**src/rtl/chip_clk_gen.sv**
```systemverilog
// chip_clk_gen: NumCh independently programmable divided clocks derived from
// clk_sys_in. Each channel toggles clk_o every half_q cycles, emits one-cycle
// rise/fall strobes, and takes new settings only at the end of a full period
// (falling toggle) so the output never produces a runt pulse.
// Optional feature macro: CHIPCLK_SYNC_EN. When defined, a sync_i pulse
// restarts every enabled channel low with cnt=0 and applies all pending
// configs at once. When undefined, sync_i is ignored.
module chip_clk_gen #(
  parameter int NumCh       = 2,
  parameter int DivWidth    = 8,
  parameter int DefaultHalf = 50,
  localparam int ChW        = (NumCh > 1) ? $clog2(NumCh) : 1
) (
  input  logic                clk_sys_in,
  input  logic                rst_sys_in,
  input  logic                cfg_valid_i,
  output logic                cfg_ready_o,
  input  logic [ChW-1:0]      cfg_ch_i,
  input  logic [DivWidth-1:0] cfg_half_i,
  input  logic                cfg_en_i,
  input  logic                sync_i,
  output logic [NumCh-1:0]    clk_o,
  output logic [NumCh-1:0]    rise_o,
  output logic [NumCh-1:0]    fall_o,
  output logic [NumCh-1:0]    busy_o
);

  localparam logic [DivWidth-1:0] One     = DivWidth'(1);
  localparam logic [DivWidth-1:0] HalfRst = DivWidth'(DefaultHalf);

  logic [DivWidth-1:0] cnt_q    [NumCh];
  logic [DivWidth-1:0] cnt_d    [NumCh];
  logic [DivWidth-1:0] half_q   [NumCh];
  logic [DivWidth-1:0] half_d   [NumCh];
  logic [DivWidth-1:0] half_p_q [NumCh];
  logic [DivWidth-1:0] half_p_d [NumCh];

  logic [NumCh-1:0] en_q, en_d;
  logic [NumCh-1:0] en_p_q, en_p_d;
  logic [NumCh-1:0] busy_q, busy_d;
  logic [NumCh-1:0] clk_q, clk_d;
  logic [NumCh-1:0] rise_q, rise_d;
  logic [NumCh-1:0] fall_q, fall_d;

  logic                sync_w;
  logic                cfg_fire;
  logic [DivWidth-1:0] cfg_half_clamped;

`ifdef CHIPCLK_SYNC_EN
  assign sync_w = sync_i;
`else
  logic sync_unused;
  assign sync_unused = sync_i;
  assign sync_w      = 1'b0;
`endif

  // A zero half-period would never reach terminal count; store it as 1 so
  // half_q is always nonzero and half_q-1 never wraps.
  assign cfg_half_clamped = (cfg_half_i == '0) ? One : cfg_half_i;

  // Ready reflects the addressed channel's pending flag; out-of-range
  // channels are always ready and match no channel below, so writes drop.
  always_comb begin
    cfg_ready_o = 1'b1;
    for (int c = 0; c < NumCh; c++) begin
      if (cfg_ch_i == ChW'(c)) cfg_ready_o = ~busy_q[c];
    end
  end

  assign cfg_fire = cfg_valid_i & cfg_ready_o;

  // Per-channel divider, strobe generation and pending-config apply.
  always_comb begin
    for (int c = 0; c < NumCh; c++) begin
      logic apply;
      apply       = 1'b0;
      cnt_d[c]    = cnt_q[c];
      half_d[c]   = half_q[c];
      half_p_d[c] = half_p_q[c];
      en_d[c]     = en_q[c];
      en_p_d[c]   = en_p_q[c];
      busy_d[c]   = busy_q[c];
      clk_d[c]    = clk_q[c];
      rise_d[c]   = 1'b0;
      fall_d[c]   = 1'b0;

      if (sync_w) begin
        if (en_q[c]) begin
          cnt_d[c]  = '0;
          clk_d[c]  = 1'b0;
          fall_d[c] = clk_q[c];
        end
        apply = busy_q[c];
      end else if (en_q[c]) begin
        if (cnt_q[c] == half_q[c] - One) begin
          cnt_d[c]  = '0;
          clk_d[c]  = ~clk_q[c];
          rise_d[c] = ~clk_q[c];
          fall_d[c] = clk_q[c];
          // Only the falling toggle closes a full period.
          apply     = busy_q[c] & clk_q[c];
        end else begin
          cnt_d[c] = cnt_q[c] + One;
        end
      end else begin
        cnt_d[c] = '0;
        clk_d[c] = 1'b0;
        apply    = busy_q[c];
      end

      if (apply) begin
        half_d[c] = half_p_q[c];
        en_d[c]   = en_p_q[c];
        busy_d[c] = 1'b0;
      end

      // Acceptance needs busy_q low, so it never collides with apply; a write
      // landing on a falling toggle waits for the next boundary.
      if (cfg_fire && (cfg_ch_i == ChW'(c))) begin
        half_p_d[c] = cfg_half_clamped;
        en_p_d[c]   = cfg_en_i;
        busy_d[c]   = 1'b1;
      end
    end
  end

  // State registers; reset discards any pending configuration.
  always_ff @(posedge clk_sys_in) begin
    if (rst_sys_in) begin
      for (int c = 0; c < NumCh; c++) begin
        cnt_q[c]    <= '0;
        half_q[c]   <= HalfRst;
        half_p_q[c] <= HalfRst;
      end
      en_q   <= '1;
      en_p_q <= '1;
      busy_q <= '0;
      clk_q  <= '0;
      rise_q <= '0;
      fall_q <= '0;
    end else begin
      for (int c = 0; c < NumCh; c++) begin
        cnt_q[c]    <= cnt_d[c];
        half_q[c]   <= half_d[c];
        half_p_q[c] <= half_p_d[c];
      end
      en_q   <= en_d;
      en_p_q <= en_p_d;
      busy_q <= busy_d;
      clk_q  <= clk_d;
      rise_q <= rise_d;
      fall_q <= fall_d;
    end
  end

  assign clk_o  = clk_q;
  assign rise_o = rise_q;
  assign fall_o = fall_q;
  assign busy_o = busy_q;

endmodule

```
**config.mk**
```make
export PLATFORM = sky130hd
export DESIGN_NAME = chip_clk_gen
export DESIGN_NICKNAME = d
export VERILOG_FILES = /design/src/rtl/chip_clk_gen.sv
export SDC_FILE = /design/constraint.sdc
export NUM_CORES = 1
export LEC_CHECK = 0
export ABC_AREA = 1
export CORE_ASPECT_RATIO = 0.9
export CORE_MARGIN = 8
export CORE_UTILIZATION = 50
export DETAILED_ROUTE_END_ITERATION = 10
export GPL_TIMING_DRIVEN = 0
export PLACE_DENSITY = 0.76
export SLEW_MARGIN = 20
export SYNTH_ARGS = -nofsm -noshare
export SYNTH_HDL_FRONTEND = slang
export SYNTH_SLANG_ARGS = --single-unit
```
**constraint.sdc**
```tcl
create_clock -name clk_sys_in -period 1.8 [get_ports clk_sys_in]
set_clock_uncertainty 0.05 [all_clocks]
set_input_delay 0.18 -clock clk_sys_in [delete_from_list [all_inputs] [get_ports clk_sys_in]]
set_output_delay 0.18 -clock clk_sys_in [all_outputs]
set_load 0.01 [all_outputs]
```
==> qor.txt <==
HPWL Detailed: 4.90 mm
crit path max fanout: 8
Leak Pwr: 1.75 nW
GRT Overall Usage: 18.0%
Setup violations, final: 21
startpoint types: flop
Routed WL per cell: 13.9 microns
clk_lat worst skew: 340 ps
Slew @ Worst Pin: 523 ps
initial antenna violation count: 0
pre-CTS setup slack: -252 ps
Final period util: 108%
Top FF cell, synth: dfxtp_1
Sw Ratio: 22.4%
Avg Inst Size Synth: 6.94 sq um
sw power: 0.676 mW
most common cell in the synthesized netlist: nand2_1
area leader, netlist: dfxtp_1
Die H: 88.4 microns
clock-pin transition on the worst setup and hold timing paths: 70 ps
DRT iter0 DRCs: 198
CTS sink cnt: 60
I/O pins: 23
H-tree depth: 3
die width: 96.5 microns
Setup crit end kind: flop
WP data required: 1970 ps
number of remaining DRC errors: 0
largest net degree at the start of global routing: 11
Post-Place Cells: 510
Vias: 2852
Routed Antenna Nets: 0
relative slew slack: 65.1%
CTS Buf Count: 9
Synth cell types: 33
number of synthesized register bits: 60
Min Hold Slack: 230 ps
Max Cap Violations: 0
EDFF count, synth: 0
Initial Util: 51.5%
Mapped Area: 0.00291 sq mm
CTS max path bufs: 2
vias in the first global route: 2740
Row Count: 26
Root Buffer: clkbuf_8
RSZ-0062 raised after global routing: true
nets: 485
final worst slack: -136 ps
Arr. time, crit path: 2100 ps
n_diodes: 0
Final Slew Violations: 0
combinational power share: 7.2%
IO Port Bufs: 20
setup_tns: -1240 ps
placed cell areas: 0.00320 sq mm
post-layout min period: 1940 ps
Final Cell Area: 0.00381 sq mm
Highest Clock Rate: 517 MHz
asr flop ratio synth: 0%
non-filler cells in the finished layout: 541
grt total ovfl: 0
synth-to-layout area growth: 30.9%
Power, Total: 3.02 mW
failing checks: setup timing
pwr/cell area: 793 mW/mm^2
Synth warnings: 0
Layout Utilization: 67.4%
Seq pwr share: 46.3%
synth top area cells: dfxtp_1, nand2_1, nand3_1
Clk pwr share: 46.5%
core area: 0.00566 sq mm
Vias/cell: 5.27
Final Wtd Congestion: 0.852
Hold WC Path Type: in -> reg
drt pass-1 iters: 5
synth cell count leaders: nand2_1, nor2_1, dfxtp_1
TritonCTS clock tree: built
cells after synthesis: 420
sequential area share after synthesis: 41.2%
synthesized net count: 438
peak supply drop: 671 uV
post-synth top area share: 41.2%
share of post-route cells with drive strength above 1: 21.4%
Routed WL: 7.51 mm
full die area: 0.00853 sq mm
first-pass GRT wire length: 12.2 mm
run status: finished with violations
endpoints failing hold: 0
kind of critical path: reg -> reg
internal cell power: 2.35 mW
## cell type report
class	count	area (sq um)
tap	70	87.6
clock buffer	12	165
buffer	8	40.0
inverter	52	204
sequential	60	1210
fill	468	1850
multi-input combinational	301	1710
timing repair buffer	35	330
clock inverter	3	68.8
## power groups by stage
| stage | clock network, mW | registers [mW] | logic, mW |
|---|---|---|---|
| 6_report | 1.41 | 1.40 | 0.217 |
| 3_3_place_gp | 0 | 1.42 | 0.188 |
| 2_1_floorplan | 0 | 1.42 | 0.120 |
| 4_1_cts | 1.42 | 1.40 | 0.203 |
| 3_5_place_dp | 0 | 1.43 | 0.193 |
| 5_1_grt | 1.48 | 1.40 | 0.243 |
## final timing paths
check | from | cells after the start | endpoint | slack (ps)
max | half_q[0][9] | 10 | half_q[0][12] | -140
min | rst_sys_in | 2 | busy_o[1] | 230
max reg2reg | half_q[0][9] | 10 | half_q[0][12] | -140
min reg2reg | half_p_q[0][1] | 2 | half_p_q[0][1] | 410
## state kept, by name, indices dropped and copies added, names as in the netlist
name,count
rise_o,2
half_p_q,16
clk_o,2
half_q,16
busy_o,2
en_q,2
cnt_q,16
fall_o,2
en_p_q,2
## logic make-up (layout without fill, tap and decap cells)
family	Yosys count	after routing	share of synthesized area (%)
flops	60	60	41.2
xor+xnor	18	18	5.41
fa+ha+maj	4	4	1.72
simple gates	249	250	38.2
compound gates	29	29	5.54
buf+inv	60	110	7.94
## repair_timing
| action | CTS | global route |
|---|---|---|
| resized for setup | 30 | 42 |
| endpoints found under the setup margin | 41 | 49 |
| hold endpoints to repair | 0 | 0 |
| setup buffers | 13 | 2 |
| pin swaps | 14 | 27 |
| gates cloned | 1 | 0 |
| hold buffers | 0 | 0 |
## per-layer routing
| layer | GRT usage, % | wire (microns) | up-vias |
|---|---|---|---|
| li1 | - | - | 1431 |
| met1 | 22.8 | 3370 | 1299 |
| met2 | 27.9 | 3470 | 104 |
| met3 | 5.09 | 514 | 18 |
| met4 | 7.55 | 156 | 0 |
| met5 | 0 | 0 | - |
## critical path, stage by stage, from the launching register on
cell and delay (ps):
dfxtp_2 370, inv_2 50, ha_4 160, or2_1 230, nand3b_1 120, nand2_2 80
nor3_4 200, buf_6 140, nand4_4 190, nand3_2 140, nand3_1 80
## cells in the final DEF, fill, tap and decap left out, types with 4 or more instances in the layout
cell type        Yosys  final
clkbuf_8             0     12
nand3_2              2     13
dfxtp_2              0      6
buf_6                0      5
nor2_1              61     52
nor2_2               5      9
dfxtp_1             60     54
o21ai_0             12     12
clkdlybuf4s50_1      0     19
buf_4                0     11
nor2_4               0      5
a21oi_1             10      8
nor3_2               1      4
nand3_1             56     44
xnor2_1              9      9
nand4_1              6      6
xor2_1               9      9
nand2_2              2      8
clkbuf_1             5      4
inv_1               50     45
nand2_1             98     92
Note: power is estimated with default switching activity, not from simulation.
